<file path="src/rtl/tbus_port_ctrl_if.sv">
// Shared-bus port bundle: local transmit handshake, driver-cell pins, receive side.
// master = port controller, slave = the user/bus environment around it.
interface tbus_port_ctrl_if #(
  parameter int WIDTH = 8
);
  logic [WIDTH-1:0] tx_data;
  logic             tx_valid;
  logic             tx_ready;
  logic [WIDTH-1:0] bus_out;
  logic             bus_en;
  logic [WIDTH-1:0] bus_in;
  logic             peer_drv;
  logic [WIDTH-1:0] rx_data;
  logic             rx_valid;
  logic             collide;

  modport master (
    input  tx_data, tx_valid, bus_in, peer_drv,
    output tx_ready, bus_out, bus_en, rx_data, rx_valid, collide
  );

  modport slave (
    output tx_data, tx_valid, bus_in, peer_drv,
    input  tx_ready, bus_out, bus_en, rx_data, rx_valid, collide
  );
endinterface

</file>
<file path="src/rtl/tbus_port_ctrl.sv">
// Half-duplex shared-bus port: arbitrates local transmit vs. remote drive with
// turnaround gaps, drives inverting tristate cells, captures peer words.
module tbus_port_ctrl #(
  parameter int WIDTH = 8,
  parameter int TURN  = 1
) (
  input  logic             clk,
  input  logic             rst,
  tbus_port_ctrl_if.master bus
);

  localparam logic [3:0] TURN_C = 4'(TURN);

  typedef enum logic [1:0] {IDLE, TURN_TX, DRIVE, TURN_RX} state_t;

  state_t           state;
  logic [3:0]       cnt;
  logic [WIDTH-1:0] bus_out_q;
  logic [WIDTH-1:0] rx_data_q;
  logic             bus_en_q;
  logic             rx_valid_q;
  logic             collide_q;

  // A peer seen while driving vetoes the word offered in that same cycle.
  assign bus.tx_ready = (state == DRIVE) && !bus.peer_drv;
  assign bus.bus_out  = bus_out_q;
  assign bus.bus_en   = bus_en_q;
  assign bus.rx_data  = rx_data_q;
  assign bus.rx_valid = rx_valid_q;
  assign bus.collide  = collide_q;

  always_ff @(posedge clk or posedge rst) begin
    if (rst) begin
      state      <= IDLE;
      cnt        <= 4'd0;
      bus_out_q  <= '1;
      bus_en_q   <= 1'b0;
      rx_data_q  <= '0;
      rx_valid_q <= 1'b0;
      collide_q  <= 1'b0;
    end else begin
      rx_valid_q <= 1'b0;
      case (state)
        IDLE: begin
          bus_en_q <= 1'b0;
          if (bus.peer_drv) begin
            rx_data_q  <= bus.bus_in;
            rx_valid_q <= 1'b1;
          end else if (bus.tx_valid) begin
            if (TURN_C == 4'd0) begin
              state <= DRIVE;
            end else begin
              state <= TURN_TX;
              cnt   <= TURN_C;
            end
          end
        end
        TURN_TX: begin
          bus_en_q <= 1'b0;
          // Peer grabbed the bus first: back off, request is retried from IDLE.
          if (bus.peer_drv) begin
            state <= IDLE;
            cnt   <= 4'd0;
          end else if (cnt <= 4'd1) begin
            state <= DRIVE;
            cnt   <= 4'd0;
          end else begin
            cnt <= cnt - 4'd1;
          end
        end
        DRIVE: begin
          if (bus.peer_drv) begin
            collide_q <= 1'b1;
            bus_en_q  <= 1'b0;
            state     <= TURN_RX;
            cnt       <= TURN_C;
          end else if (bus.tx_valid) begin
            bus_out_q <= ~bus.tx_data;
            bus_en_q  <= 1'b1;
          end else begin
            bus_en_q <= 1'b0;
            state    <= TURN_RX;
            cnt      <= TURN_C;
          end
        end
        TURN_RX: begin
          bus_en_q <= 1'b0;
          // With zero turnaround this state still lasts a single cycle.
          if (cnt <= 4'd1) begin
            state <= IDLE;
            cnt   <= 4'd0;
          end else begin
            cnt <= cnt - 4'd1;
          end
        end
        default: begin
          state    <= IDLE;
          cnt      <= 4'd0;
          bus_en_q <= 1'b0;
        end
      endcase
    end
  end

  a_en_only_drive: assert property (@(posedge clk) disable iff (rst)
    bus_en_q |-> (state == DRIVE));
  a_no_en_rx: assert property (@(posedge clk) disable iff (rst)
    !(bus_en_q && rx_valid_q));

endmodule

</file>
<file path="src/flat_wrapper.sv">
// flat-port wrapper written by rule: the top's interface ports become plain ports
module tbus_port_ctrl_flat 
#(
  parameter int WIDTH = 8,
  parameter int TURN  = 1
)
  (clk, rst, bus_tx_data, bus_tx_valid, bus_bus_in, bus_peer_drv, bus_tx_ready, bus_bus_out, bus_bus_en, bus_rx_data, bus_rx_valid, bus_collide);
  tbus_port_ctrl_if #(.WIDTH(WIDTH)) bus_i ();
  input  logic clk;
  input  logic rst;
  input wire logic [$bits(bus_i.tx_data)-1:0] bus_tx_data;
  input wire logic [$bits(bus_i.tx_valid)-1:0] bus_tx_valid;
  input wire logic [$bits(bus_i.bus_in)-1:0] bus_bus_in;
  input wire logic [$bits(bus_i.peer_drv)-1:0] bus_peer_drv;
  output wire logic [$bits(bus_i.tx_ready)-1:0] bus_tx_ready;
  output wire logic [$bits(bus_i.bus_out)-1:0] bus_bus_out;
  output wire logic [$bits(bus_i.bus_en)-1:0] bus_bus_en;
  output wire logic [$bits(bus_i.rx_data)-1:0] bus_rx_data;
  output wire logic [$bits(bus_i.rx_valid)-1:0] bus_rx_valid;
  output wire logic [$bits(bus_i.collide)-1:0] bus_collide;
  assign bus_i.tx_data = bus_tx_data;
  assign bus_i.tx_valid = bus_tx_valid;
  assign bus_i.bus_in = bus_bus_in;
  assign bus_i.peer_drv = bus_peer_drv;
  assign bus_tx_ready = bus_i.tx_ready;
  assign bus_bus_out = bus_i.bus_out;
  assign bus_bus_en = bus_i.bus_en;
  assign bus_rx_data = bus_i.rx_data;
  assign bus_rx_valid = bus_i.rx_valid;
  assign bus_collide = bus_i.collide;
  tbus_port_ctrl #(.WIDTH(WIDTH), .TURN(TURN)) u_core (.clk(clk), .rst(rst), .bus(bus_i));
endmodule
</file>
<file path="config.mk">
export PLATFORM = sky130hd
export DESIGN_NAME = tbus_port_ctrl_flat
export DESIGN_NICKNAME = d
export VERILOG_FILES = /design/src/rtl/tbus_port_ctrl_if.sv /design/src/rtl/tbus_port_ctrl.sv /design/src/flat_wrapper.sv
export SDC_FILE = /design/constraint.sdc
export NUM_CORES = 1
export LEC_CHECK = 0
export CORE_MARGIN = 3
export CORE_UTILIZATION = 46
export DETAILED_ROUTE_END_ITERATION = 16
export PLACE_DENSITY = 0.87
export SLEW_MARGIN = 30
export SYNTH_ARGS = -nofsm -noshare
export SYNTH_HDL_FRONTEND = slang
export SYNTH_SLANG_ARGS = --single-unit
</file>
<file path="constraint.sdc">
create_clock -name clk -period 2.2 [get_ports clk]
set_input_delay 0.22 -clock clk [delete_from_list [all_inputs] [get_ports clk]]
set_output_delay 0.22 -clock clk [all_outputs]
set_load 0.02 [all_outputs]
</file>
==> results_dict.tcl, run 1 <==
set metrics [dict create \
    overflow 0 \
    yosysSeqAreaShare_pct 58.59 \
    cts_buffers 3 \
    clk_latency_ns 0.31 \
    seq_power_share_pct 41.1 \
    drtPass1Iterations 4 \
    fmax_ghz 0.4826 \
    syn_inst 86 \
    diodes 0 \
    cts_tree "yes" \
    antenna_found_initial 0 \
    clk_pin_slew_worst_paths_ns 0.13 \
    critPathLaunchType "flip-flop" \
    regArea_um2 636.9 \
    grt.total_usage_pct 16.86 \
    nFillCells 152 \
    instances_no_fill 155 \
    netlist_area_um2 1085 \
    p_per_area_nw_per_um2 1409 \
    core_um2 2102 \
    cap_violations 0 \
    swShare_pct 37.63 \
    drtIter0Drc 5 \
    report.final.slew_viol_count 0 \
    die_y_um 54.56 \
    grt_max_degree 18 \
    p_sw_uw 806.8 \
    fin_crit_sh_pct 94.18 \
    dp.cells 151 \
    grt_pass1_wl_um 3470 \
    start_util_pct 51.61 \
    finalWirelength_um 2117 \
    die_w_um 54.56 \
    drc_errors 0 \
    io_pins 40 \
    port_buffers 39 \
    criticalPathCategory "reg -> out" \
    synth.yosys.warnings 0 \
    hold_path_class "in -> async" \
    drt-wirelength-per-cell_um 13.66 \
    combinationalPowerShare_pct 49.7 \
    worstMarginPinSlew_ns 0.6261 \
    crit_required_ns 1.98 \
    area_growth_pct 40.25 \
    gp_congestion 0.8092 \
    internal-power_uw 1337 \
    vias 760 \
    syn_area_per_cell_um2 12.61 \
    slew_headroom_pct 58.22 \
    drive_gt1_share_pct 21.88 \
    fin_skew_ns 0.006917 \
    rows 16 \
    peakVddDrop_mv 0.8553 \
    cts_hold_buf 0 \
    synth_seq_cells 25 \
    fin_tns_setup_ns 0 \
    p_total_uw 2144 \
    layout_common_cells "39 x clkdlybuf4s50_1, 16 x dfrtp_1, 11 x nand2_1, 9 x mux2_2, 8 x dfstp_2" \
    ant_nets 0 \
    synthDistinctLibCells 25 \
    grt_pass1_vias 751 \
    clockRootBuffer "clkbuf_4" \
    cts.path.max_buffers 2 \
    multi_input_area_um2 411.6 \
    dieArea_um2 2977 \
    clockPowerShare_pct 9.1 \
    finalHoldViolCount 0 \
    viasPerCell 4.903 \
    p_leak_uw 0.0006705 \
    clkSinkCount 25 \
    worst-path-max-fanout 5 \
    synth_nets 108 \
    hpwlAfterDp_um 1668 \
    fin_nets 151 \
    layout_commonest_cell "clkdlybuf4s50_1" \
    period_needed_ns 2.072 \
    end_kind "output port" \
    setup_viol 0 \
    htreeDepth 1 \
    crit_arrival_ns 1.85 \
    rsz0062_at_grt "false" \
    run_status "completed" \
]
[layer usage]
layer | global-route usage, % | vias up | part of all wire [%]
li1 | - | 374 | -
met1 | 20.42 | 354 | 41
met2 | 27.09 | 30 | 49
met3 | 7.357 | 2 | 9.1
met4 | 4.979 | 0 | 0.57
met5 | 0 | - | 0
[final cells by class]
type | instances | share of cell area, %
Sequential cell | 25 | 41.86
Clock buffer | 4 | 1.727
Tap cell | 27 | 2.220
Inverter | 4 | 0.9868
Timing Repair Buffer | 40 | 26.15
Multi-Input combinational cell | 55 | 27.06
[final timing paths]
kind / from / to / slack [ns] / cells after the start
min in group clk: bus_tx_data[1] / u_core.bus.bus_out[1] / 0.43 / 2
worst min-delay path: rst / u_core.bus.bus_en / 0.28 / 2
max in group asynchronous: rst / u_core.bus.rx_data[1] / 1.36 / 3
worst max-delay path: flip-flop / bus_tx_ready / 0.13 / 3
worst max register to register: u_core.cnt[0] / flip-flop / 0.70 / 6
worst min register to register: u_core.bus.collide / u_core.bus.collide / 0.47 / 1
[kinds of logic after synthesis]
logic type,synth area share [%]
fa+ha+maj,2.306
buf+inv,3.460
xor+xnor,2.307
compound gates,9.458
mux,9.343
simple gates,14.53
flops,58.59
[per-stage QoR]
step,area [um^2],utilization [%],hold WS [ns],setup slack (ns)
5_1_grt,1521,72.38,0.3415,0.04035
3_3_place_gp,1494,71.07,0.4454,0.4478
4_1_cts,1520,72.32,0.2983,0.04897
2_1_floorplan,1085,-,0.2414,0.8695
3_5_place_dp,1494,71.07,0.4502,0.3342
6_report,1521,72.38,0.2797,0.1280
[what timing repair did]
| action | CTS | global route |
|---|---|---|
| gates resized for setup | 0 | 1 |
| setup buffers | 0 | 0 |
| endpoints found under the setup margin | 0 | 1 |
[cell usage after synthesis]
cell type | count | area (um^2)
xnor2_1 | 1 | 8.760
a21oi_1 | 2 | 10.01
nand2b_1 | 1 | 6.260
o21ai_1 | 1 | 5.000
o22ai_1 | 1 | 6.260
dfrtp_1 | 17 | 425.4
nand2_4 | 1 | 11.26
buf_6 | 2 | 22.52
dfstp_2 | 8 | 210.2
inv_1 | 4 | 15.01
nor2_1 | 3 | 11.26
nor2b_4 | 2 | 27.53
nand2b_4 | 1 | 13.76
nand2_1 | 11 | 41.29
o21a_1 | 1 | 7.510
xor2_2 | 1 | 16.27
nor3_1 | 4 | 20.02
mux2_2 | 9 | 101.4
o21ai_0 | 7 | 35.03
ha_1 | 2 | 25.02
a21o_1 | 3 | 22.52
o32ai_1 | 1 | 8.760
nor2_8 | 1 | 20.02
nor2b_1 | 1 | 6.260
o31ai_1 | 1 | 7.510
[registers in the layout, indices dropped and copies added, names as in the netlist, named ones only]
name,cells
u_core.bus.bus_en,1
u_core.bus.bus_out,8
u_core.bus.collide,1
u_core.bus.rx_data,8
u_core.bus.rx_valid,1
u_core.cnt,4
u_core.state,1
[power by group through the flow]
stage / logic, uW / registers, uW / clock network [uW]
2_1_floorplan: 478 / 1040 / 0
3_3_place_gp: 1040 / 874 / 0
3_5_place_dp: 1070 / 885 / 0
4_1_cts: 1080 / 880 / 202
5_1_grt: 1150 / 909 / 228
6_report: 1070 / 882 / 196
[worst max-delay path, cell delays in order (launching register included)]
cell	delay, ns
dfrtp_1	0.49
nor2b_4	0.24
nor2b_1	0.19
clkdlybuf4s50_1	0.63
Power figures use the tool's default switching activity.
==> run 2, diff against run 1 <==
- CTS_BUF_LIST: default -> sky130_fd_sc_hd__clkbuf_16
==> run 2 against run 1 <==
Hold slack better by 0.075 ns; design area is 3.4% higher; routed wire length is 6.2% higher; total power is 9.5% higher; first-iteration DRC count is 100% higher; largest power group unchanged; sequential share of layout area is 1.4 points lower; combinational power hardly changed; non-clock buffer count stayed put; clock power is 95% higher; maximum frequency is 2.9% lower; critical path depth stayed put; final cell count stayed put.
==> results_dict.tcl, run 2 (synthesized netlist as in run 1, its figures left out) <==
set metrics [dict create \
    run_status "completed" \
    crit_required_ns 1.98 \
    layout_commonest_cell "clkdlybuf4s50_1" \
    critPathTopFamily "buffers and inverters" \
    antenna_found_initial 0 \
    clockRootBuffer "clkbuf_16" \
    fin_util_pct 74.82 \
    rsz0062_at_grt "false" \
    clkSinkCount 25 \
    place_area_um2 1494 \
    end_kind "output port" \
    die_y_um 54.56 \
    worstMarginPinSlew_ns 0.6213 \
    hold_path_class "in -> async" \
    internal-power_uw 1510 \
    finalHoldViolCount 0 \
    slowest_delay_ns 0.64 \
    critPathBufInv 1 \
    p_per_area_nw_per_um2 1493 \
    start_util_pct 51.61 \
    fmax_ghz 0.4686 \
    vias 787 \
    path_cells "nor2b_4 -> nor2b_1 -> clkdlybuf4s50_1" \
    worst-path-max-fanout 10 \
    finalWirelength_um 2248 \
    cts_buffers 3 \
    period_needed_ns 2.134 \
    hpwlAfterDp_um 1668 \
    cts-resized-gates 0 \
    drtPass1Iterations 4 \
    fin_crit_sh_pct 97.00 \
    r2r_setup_slack_ns 0.68 \
    clk_pin_slew_worst_paths_ns 0.06 \
    drc_errors 0 \
    post_cts_buffers 0 \
    r2r_cells 6 \
    fin_nets 151 \
    drt-wirelength-per-cell_um 14.50 \
    setup_viol 0 \
    slew_headroom_pct 58.54 \
    grt.total_usage_pct 18.38 \
    rows 16 \
    io_pins 40 \
    p_sw_uw 837.6 \
    layout_common_cells "39 x clkdlybuf4s50_1, 17 x dfrtp_1, 11 x nand2_1, 9 x mux2_2, 8 x dfstp_2" \
    drive_gt1_share_pct 21.09 \
    clockPowerShare_pct 16.3 \
    htreeDepth 1 \
    fin_skew_ns 0.001516 \
    worst-path-stages 3 \
    r2r-start "u_core.cnt[0]" \
    report.final.slew_viol_count 0 \
    drtIter0Drc 10 \
    p_total_uw 2348 \
    combinationalPowerShare_pct 46.0 \
    cts.path.max_buffers 2 \
    core_um2 2102 \
    criticalPathCategory "reg -> out" \
    fin_tns_setup_ns 0 \
    instances_no_fill 155 \
    grt_max_degree 18 \
    crit_slowest_cell "clkdlybuf4s50_1" \
    cts_tree "yes" \
    diodes 0 \
    critPathLaunchType "flip-flop" \
    grt_pass1_vias 795 \
    area_growth_pct 44.98 \
    grt_pass1_wl_um 3712 \
    swShare_pct 35.67 \
    gp_congestion 0.8092 \
    p_leak_uw 0.0006989 \
    crit_arrival_ns 1.91 \
    viasPerCell 5.077 \
    cap_violations 0 \
    dieArea_um2 2977 \
    dp.cells 151 \
    die_w_um 54.56 \
    clk_latency_ns 0.25 \
    fin_area_um2 1573 \
    overflow 0 \
    port_buffers 39 \
    ant_nets 0 \
    peakVddDrop_mv 0.9312 \
    cts_hold_buf 0 \
    seq_power_share_pct 37.8 \
]
[run 2: changes by cell type in the layout (fill, tap and decap cells not counted)]
| cell | previous run | this run |
|---|---|---|
| inv_1 | 4 | 5 |
| dfrtp_1 | 16 | 17 |
| clkbuf_16 | 0 | 3 |
| dfrtp_2 | 1 | 0 |
| clkbuf_4 | 3 | 0 |
| clkbuf_1 | 1 | 0 |
[run 2: how the worst max path moves through the flow]
stage / startpoint / slack (ns) / end
after floorplan: u_core.cnt[0] / 0.87 / flip-flop
after global placement: bus_peer_drv / 0.45 / bus_tx_ready
after detailed placement: bus_peer_drv / 0.33 / bus_tx_ready
after CTS: u_core.state[0] / 0.1 / bus_tx_ready
after global routing: u_core.state[0] / 0.05 / bus_tx_ready
final: u_core.state[0] / 0.07 / bus_tx_ready
[run 2: routing by layer]
layer / track usage, % / routed length (um) / vias to the layer above / part of all wire, %
li1: - / - / 373 / -
met1: 21.34 / 904 / 368 / 40
met2: 30.88 / 1137 / 40 / 51
met3: 5.177 / 159 / 6 / 7.1
met4: 9.129 / 46 / 0 / 2.0
met5: 0 / 0 / - / 0
[run 2: layout make-up]
type | instances | area [um^2]
Sequential cell | 25 | 635.6
Fill cell | 136 | 529.3
Multi-Input combinational cell | 55 | 411.6
Timing Repair Buffer | 40 | 397.9
Clock buffer | 3 | 75.07
Tap cell | 27 | 33.78
Inverter | 4 | 15.01
Clock inverter | 1 | 3.754
[run 2: per-stage QoR]
stage	hold slack (ns)	setup WS, ns
3_5_place_dp	0.4502	0.3342
2_1_floorplan	0.2414	0.8695
4_1_cts	0.3782	0.09635
6_report	0.3543	0.06592
5_1_grt	0.4400	0.04871
3_3_place_gp	0.4454	0.4478
[run 2: power groups by stage]
stage	clock network, uW	logic, uW	registers [uW]
4_1_cts	390	1090	889
2_1_floorplan	0	478	1040
3_3_place_gp	0	1040	874
5_1_grt	413	1150	913
6_report	382	1080	886
3_5_place_dp	0	1070	885
